==> config.mk <==
export PLATFORM = sky130hd
export DESIGN_NAME = timing_multi
export DESIGN_NICKNAME = d
export VERILOG_FILES = /design/src/rtl/timing_multi.sv
export SDC_FILE = /design/constraint.sdc
export NUM_CORES = 1
export LEC_CHECK = 0
export CAP_MARGIN = 10
export CORE_MARGIN = 3
export CORE_UTILIZATION = 40
export CTS_BUF_LIST = sky130_fd_sc_hd__clkbuf_4 sky130_fd_sc_hd__clkbuf_8
export DETAILED_ROUTE_END_ITERATION = 12
export GPL_TIMING_DRIVEN = 0
export PLACE_DENSITY = 0.81
export REMOVE_ABC_BUFFERS = 1
export SYNTH_ARGS = -nofsm -noshare
export SYNTH_HDL_FRONTEND = slang
export SYNTH_SLANG_ARGS = --single-unit
==> constraint.sdc <==
create_clock -name clk -period 8.4 [get_ports clk]
set_clock_uncertainty 0.1 [all_clocks]
set_input_delay 2.52 -clock clk [delete_from_list [all_inputs] [get_ports clk]]
set_output_delay 2.52 -clock clk [all_outputs]
set_load 0.01 [all_outputs]
==> src/rtl/timing_multi.sv <==
// Bank of NUM_CH independent up-counting timers sharing one free-running prescaler,
// each with one-shot/periodic mode, sticky pending/overrun flags and an interrupt enable.
module timing_multi #(
  parameter int NUM_CH     = 4,
  parameter int WIDTH      = 32,
  parameter int PRESCALE_W = 8
) (
  input  logic                    clk,
  input  logic                    reset,
  input  logic [NUM_CH-1:0]       ro_trig_start,
  input  logic [NUM_CH-1:0]       ro_trig_halt,
  input  logic [NUM_CH-1:0]       ro_mode,
  input  logic [NUM_CH*WIDTH-1:0] ro_termcount,
  input  logic [PRESCALE_W-1:0]   ro_prescale,
  input  logic [NUM_CH-1:0]       ro_int_en,
  input  logic [NUM_CH-1:0]       ro_int_clr,
  output logic [NUM_CH-1:0]       rf_status,
  output logic [NUM_CH*WIDTH-1:0] rf_currcount,
  output logic [NUM_CH-1:0]       rf_int_pend,
  output logic [NUM_CH-1:0]       rf_overrun,
  output logic                    rf_int
);

  typedef enum logic [1:0] {
    ST_IDLE = 2'd0,
    ST_RUN  = 2'd1,
    ST_DONE = 2'd2
  } state_t;

  logic [PRESCALE_W-1:0] pre_cnt_r;
  logic                  tick_s;

  // A >= compare lets a lowered reload fire on the next clock instead of locking up.
  assign tick_s = (pre_cnt_r >= ro_prescale);

  // Shared prescaler counter
  always_ff @(posedge clk) begin
    if (reset) begin
      pre_cnt_r <= '0;
    end else if (tick_s) begin
      pre_cnt_r <= '0;
    end else begin
      pre_cnt_r <= pre_cnt_r + PRESCALE_W'(1);
    end
  end

  for (genvar ch = 0; ch < NUM_CH; ch++) begin : g_ch
    state_t           state_r;
    logic             run_r;
    logic [WIDTH-1:0] count_r;
    logic             pend_r;
    logic             ovr_r;
    logic [WIDTH-1:0] term_s;
    logic             event_s;

    assign term_s  = ro_termcount[ch*WIDTH +: WIDTH];
    // Halt and start both pre-empt the tick, so neither can coincide with a terminal event.
    assign event_s = (state_r == ST_RUN) && tick_s && !ro_trig_halt[ch] &&
                     !ro_trig_start[ch] && (count_r == term_s);

    // Channel FSM, counter and sticky interrupt flags
    always_ff @(posedge clk) begin
      if (reset) begin
        state_r <= ST_IDLE;
        run_r   <= 1'b0;
        count_r <= '0;
        pend_r  <= 1'b0;
        ovr_r   <= 1'b0;
      end else begin
        if (ro_trig_halt[ch]) begin
          state_r <= ST_IDLE;
          run_r   <= 1'b0;
        end else if (ro_trig_start[ch]) begin
          state_r <= ST_RUN;
          run_r   <= 1'b1;
          count_r <= '0;
        end else begin
          case (state_r)
            ST_RUN: begin
              if (tick_s) begin
                if (count_r != term_s) begin
                  count_r <= count_r + WIDTH'(1);
                end else if (ro_mode[ch]) begin
                  count_r <= '0;
                end else begin
                  state_r <= ST_DONE;
                  run_r   <= 1'b0;
                end
              end
            end
            ST_IDLE, ST_DONE: begin
              run_r <= 1'b0;
            end
            default: begin
              state_r <= ST_IDLE;
              run_r   <= 1'b0;
            end
          endcase
        end

        // A new event outranks a same-cycle clear.
        if (event_s) begin
          pend_r <= 1'b1;
          if (pend_r) begin
            ovr_r <= 1'b1;
          end
        end else if (ro_int_clr[ch]) begin
          pend_r <= 1'b0;
          ovr_r  <= 1'b0;
        end
      end
    end

    assign rf_status[ch]                    = run_r;
    assign rf_currcount[ch*WIDTH +: WIDTH]  = count_r;
    assign rf_int_pend[ch]                  = pend_r;
    assign rf_overrun[ch]                   = ovr_r;
  end

  assign rf_int = |(rf_int_pend & ro_int_en);

endmodule

### After elaboration in Yosys (flattened, before gate mapping)

Index checks and enable logic that the tools add are counted.
Widths: inputs -> output; s select.

| operators by class | value |
|---|---|
| order comparisons | 1 |
| multiply operators | 0 |
| equal/unequal tests | 48 |
| add/subtract/negate cells | 5 |
| div/mod/pow operators | 0 |
| shift operators | 0 |
| bitwise operators | 9 |
| reduce and logical (&&, ||, !) cells | 78 |
| muxes and demuxes | 76 |

Operator list:

| cell | count |
|---|---|
| $mux 32 | 20 |
| $add 32x1->32 const B | 4 |
| $eq 32x32->1 | 4 |
| $ne 32x32->1 | 4 |
| $reduce_and 4->1 | 12 |
| $mux 1 | 40 |
| $ne 2x2->1 const B | 20 |
| $ne 3x3->1 const B | 12 |
| $mux 2 | 12 |
| $reduce_bool 2->1 | 12 |
| $reduce_or 2->1 | 9 |
| $logic_and 1x1->1 | 16 |
| $pmux 2 s2 | 4 |
| $reduce_and 3->1 | 4 |
| $reduce_bool 3->1 | 4 |
| $reduce_or 3->1 | 4 |
| $add 8x1->8 const B | 1 |
| $eq 2x1->1 const B | 4 |
| $eq 2x2->1 const B | 4 |
| $ge 8x8->1 | 1 |
| $logic_not 1->1 | 8 |
| $logic_not 2->1 | 4 |
| $not 1->1 | 8 |
| $reduce_and 2->1 | 4 |
| other kinds (2) | 2 |

| word-level totals | value |
|---|---|
| memories | 0 |
| input port bits | 158 |
| output and inout bits | 141 |
| bits in read-only memories | 0 |
| bits in writable memories | 0 |
| bits in latches | 0 |
| word-level logic and storage cells | 242 |
| register bits | 156 |

### Longest topological paths before layout

Gate-level depths: netlist of run 1.

| logic depth | value |
|---|---|
| depth in word-level cells | 7 |
| gate-level depth with buffers | 11 |
| gate-level depth less buffers | 9 |

### Worst setup path after synthesis of run 1

No wires, ideal clock.

| timing path | value |
|---|---|
| kind | in2out |
| start point | input port ro_int_en[1] |
| end point | output port rf_int |
| required time | 5,780 ps |
| buffers on the path | 0 |
| cell stages on the path | 2 |
| slack | 2,996 ps |
| data arrival time | 2,784 ps |
| cells stage by stage | a22oi_1 > nand2_1 |

| on the way | value |
|---|---|
| cells in the longest elaborated chain, start to end | 2 |

RTL lines:

| item | line | source |
|---|---|---|
| start: declaration | 15 | `input logic [NUM_CH-1:0] ro_int_en,` |
| $and 4x4->4 | 120 | `assign rf_int = \|(rf_int_pend & ro_int_en);` |
| $reduce_or 4->1 | 120 |  |
| end: declaration | 21 | `output logic rf_int` |

No other way between the ends.

### Worst setup path in the final report of run 1

| timing path | value |
|---|---|
| start point | input port ro_int_en[0] |
| end point | output port rf_int |

Same word-level chain as after synthesis.

==> results of run 1 <==
-- layout make-up --
| class | count | area [sq um] |
|---|---|---|
| clock buffer | 18 | 248 |
| timing repair buffer | 307 | 3140 |
| fill | 2185 | 10900 |
| clock inverter | 14 | 150 |
| tap | 324 | 405 |
| inverter | 34 | 128 |
| sequential | 156 | 3120 |
| multi-input combinational | 969 | 6270 |
-- cells in the final DEF, fill, tap and decap left out, types with 5 or more instances in the layout --
cell,netlist,final
sky130_fd_sc_hd__inv_6,0,6
sky130_fd_sc_hd__or4_1,7,7
sky130_fd_sc_hd__nor3_1,25,25
sky130_fd_sc_hd__a211oi_1,12,12
sky130_fd_sc_hd__nand2_1,124,124
sky130_fd_sc_hd__xnor2_1,67,67
sky130_fd_sc_hd__nor2_1,69,69
sky130_fd_sc_hd__or3_1,24,24
sky130_fd_sc_hd__a41oi_1,5,5
sky130_fd_sc_hd__nand3_1,87,87
sky130_fd_sc_hd__nor2b_1,16,15
sky130_fd_sc_hd__or2_2,5,5
sky130_fd_sc_hd__nand2b_1,7,7
sky130_fd_sc_hd__nor4_1,23,23
sky130_fd_sc_hd__o211ai_1,29,29
sky130_fd_sc_hd__inv_1,33,32
sky130_fd_sc_hd__o21ai_1,6,8
sky130_fd_sc_hd__and4_1,12,12
sky130_fd_sc_hd__a211oi_2,7,7
sky130_fd_sc_hd__and3_1,31,31
sky130_fd_sc_hd__nand4_1,37,37
sky130_fd_sc_hd__buf_8,0,5
sky130_fd_sc_hd__clkdlybuf4s50_1,0,297
sky130_fd_sc_hd__clkbuf_8,0,18
sky130_fd_sc_hd__and2_1,21,21
sky130_fd_sc_hd__ha_1,13,13
sky130_fd_sc_hd__dfxtp_1,156,156
sky130_fd_sc_hd__a21oi_1,74,72
sky130_fd_sc_hd__nand3b_1,8,8
sky130_fd_sc_hd__o41ai_1,5,5
sky130_fd_sc_hd__a31oi_1,49,49
sky130_fd_sc_hd__xor2_1,67,67
sky130_fd_sc_hd__o31ai_1,20,20
sky130_fd_sc_hd__o21ai_0,29,27
sky130_fd_sc_hd__o21a_1,12,12
-- cells by family after synthesis --
family	synth area share, %
buf+inv	5.92
simple gates	28.5
xor+xnor	11.8
compound gates	20.4
fa+ha+maj	1.63
mux	0.452
flops	31.3
-- synthesized netlist by cell type, types with 23 or more instances --
cell                         n  area (sq um)
sky130_fd_sc_hd__o21ai_0    29           145
sky130_fd_sc_hd__inv_1      33           124
sky130_fd_sc_hd__xor2_1     67           587
sky130_fd_sc_hd__nand4_1    37           231
sky130_fd_sc_hd__and3_1     31           194
sky130_fd_sc_hd__clkbuf_1   30           113
sky130_fd_sc_hd__dfxtp_1   156          3120
sky130_fd_sc_hd__buf_2      28           140
sky130_fd_sc_hd__xnor2_1    67           587
sky130_fd_sc_hd__o211ai_1   29           218
sky130_fd_sc_hd__nor3_1     25           125
sky130_fd_sc_hd__a21oi_1    74           370
sky130_fd_sc_hd__a31oi_1    49           307
sky130_fd_sc_hd__nor4_1     23           144
sky130_fd_sc_hd__or3_1      24           150
sky130_fd_sc_hd__nand2_1   124           465
sky130_fd_sc_hd__nand3_1    87           435
sky130_fd_sc_hd__nor2_1     69           259
-- flip-flops by register name (all words and copies together) (netlist names) --
name,count
g_ch.count_r,128
pre_cnt_r,8
g_ch.pend_r,4
g_ch.ovr_r,4
g_ch.run_r,4
g_ch.state_r,8
-- metal layers --
| layer | wire length (um) | up-vias | part of all wire (%) |
|---|---|---|---|
| met3 | 2670 | 54 | 8.2 |
| met5 | 0 | - | 0 |
| met1 | 13600 | 4966 | 42 |
| met2 | 15500 | 479 | 48 |
| li1 | - | 5029 | - |
| met4 | 618 | 0 | 1.9 |
-- final timing paths --
path                          to          from  slack (ps)
max reg2reg  g_ch[0].count_r[31]  pre_cnt_r[0]        5030
max                       rf_int  ro_int_en[0]        1810
min reg2reg         pre_cnt_r[0]  pre_cnt_r[0]         380
min                 pre_cnt_r[0]  pre_cnt_r[0]         380
-- metrics by stage --
stage | cell area [sq um] | hold WS, ps
finish | 13500 | 375
global route | 13500 | 397
CTS | 13500 | 374
detailed placement | 13100 | 350
global placement | 12900 | 342
floorplan | 9510 | 330
-- report_power, final --
part | total [W] | switching [W] | internal (W)
Sequential | 0.000744 | 0.00000229 | 0.000742
Clock | 0.000589 | 0.000332 | 0.000257
Combinational | 0.000197 | 0.0000892 | 0.000108
Total | 0.00153 | 0.000423 | 0.00111
==> flow_summary.ini, run 1 <==
[sta]
slew-limit-headroom_pct = 32.5
worst_slew_pin_slew_ps = 1010
timing.final.hold_violations = 0
post-route-min-period_ps = 6590
fmax_mhz = 152
rsz0062_at_grt = false
totalNegativeSetupSlack_ps = 0
finalSetupViolCount = 0
post-route-period-util_pct = 78.4
worst_slack_ps = 1810
report.final.slew_viol_count = 0

[grt]
grt_pass1_vias = 9753
grt.met3_usage_pct = 5.30
overflow = 0
grt_pass1_wl_um = 50800
globalRoute.busiestLayer = met2
grtUsageTotal_pct = 23.2
met1_usage_pct = 30.6
use_met2_pct = 38.2
number_of_antenna_violations_at_the_first_check_in_global_routing = 0
grt_start_max_net_pins = 62

[die]
die_area_sq_mm = 0.0269
starting_density_of_the_core_pct = 40.9
chipHeight_um = 164
design.core.area_sq_mm = 0.0244
die_x_um = 164
row_count = 57
ios = 299

[logic_synthesis]
syn_avg_cell_area_sq_um = 8.03
register_bit_count_reported_by_yosys = 156
seq_area_frac_synth_pct = 31.3
synth-edff-count = 0
ys_warn_count = 0
share_of_synthesized_registers_carrying_an_async_set_or_reset_pct = 0
synth.cell_area_sq_mm = 0.00997
dominantRegCellSynth = sky130_fd_sc_hd__dfxtp_1
post_synth_num_cell_types = 79
synthCells = 1242

[setup_path]
startpoint_type = input pin
crit_buf_inv = 2
path_cells = clkdlybuf4s50_1 > a22oi_1 > nand2_1 > clkdlybuf4s50_1
critPathSlowestCell = sky130_fd_sc_hd__clkdlybuf4s50_1
path_depth = 4
crit_type = in -> out
cp_slowest_stage_delay_ps = 500
required_worst_endpoint_ps = 5780
worst_r2r_path_depth = 9
critical_path_peak_fanout = 1
cp_top_family = buffers and inverters
cp.arrival_ps = 3970
critical-path-top-cell-by-count = sky130_fd_sc_hd__clkdlybuf4s50_1
critical_path.endpoint_type = output pin

[final_layout]
antenna-diode-count = 0
final_util_pct = 55.2
drive_above_1_share_pct = 6.21
nets = 1656
layout-area-overhead-vs-synth_pct = 35.0
final_non_filler_cells = 1822

[placed_design]
dp_cells = 1789
buffer_ports.inserted = 298
post_place_setup_slack_ps = 1740
hpwl_after_detailed_placement_um = 23900
final_replace_weighted_congestion = 0.857

[cts]
ctsRootBufferMaster = sky130_fd_sc_hd__clkbuf_8
cts_sinks = 156
cts_max_level = 4
tritoncts = yes
clockBufferDepth = 2
cts-buffers-inserted = 17
post_cts_hold_buffer_count = 0
clk_pin_slew_ps = 100
cts-resized-gates = 0
post-cts-setup-buffer-count = 0
clk-insertion-delay-late_ps = 460

[pwr]
power.density_cell_area_mw_per_mm2 = 114
design_power_total_w = 0.00153
irDropWorstVdd_mv = 0.111
total_leakage_power_nw = 4.50

[routing]
post-route-drc-count = 0
viasPerCell = 5.78
route.detailed.wl_per_inst_um = 17.8
detailedRoute.firstIterationViolations = 591
vias = 10500
finalWirelength_um = 32400
antenna_left = 0
detailedRoute.firstPassIterationCount = 5

[status]
status = finished clean

[worst_hold_path]
hold_depth = 1
hold_crit_path_type = reg -> reg

[run]
max-cap-violations = 0
Note: power is estimated with default switching activity, not from simulation.
==> run 2: changes to the inputs <==
==> constraint.sdc (replaced) <==
create_clock -name clk -period 6.9 [get_ports clk]
set_clock_uncertainty 0.1 [all_clocks]
set_input_delay 2.07 -clock clk [delete_from_list [all_inputs] [get_ports clk]]
set_output_delay 2.07 -clock clk [all_outputs]
set_load 0.01 [all_outputs]
==> results of run 2 <==
The final DEF is identical to that of run 1. Status: finished clean.
Among the figures that moved: setup slack after placement 1740 ps -> 1140 ps; setup slack after layout 1810 ps -> 1210 ps; register-to-register setup slack 5030 ps -> 3530 ps; total power 0.00153 W -> 0.00186 W; worst IR drop on VDD 0.111 mV -> 0.135 mV
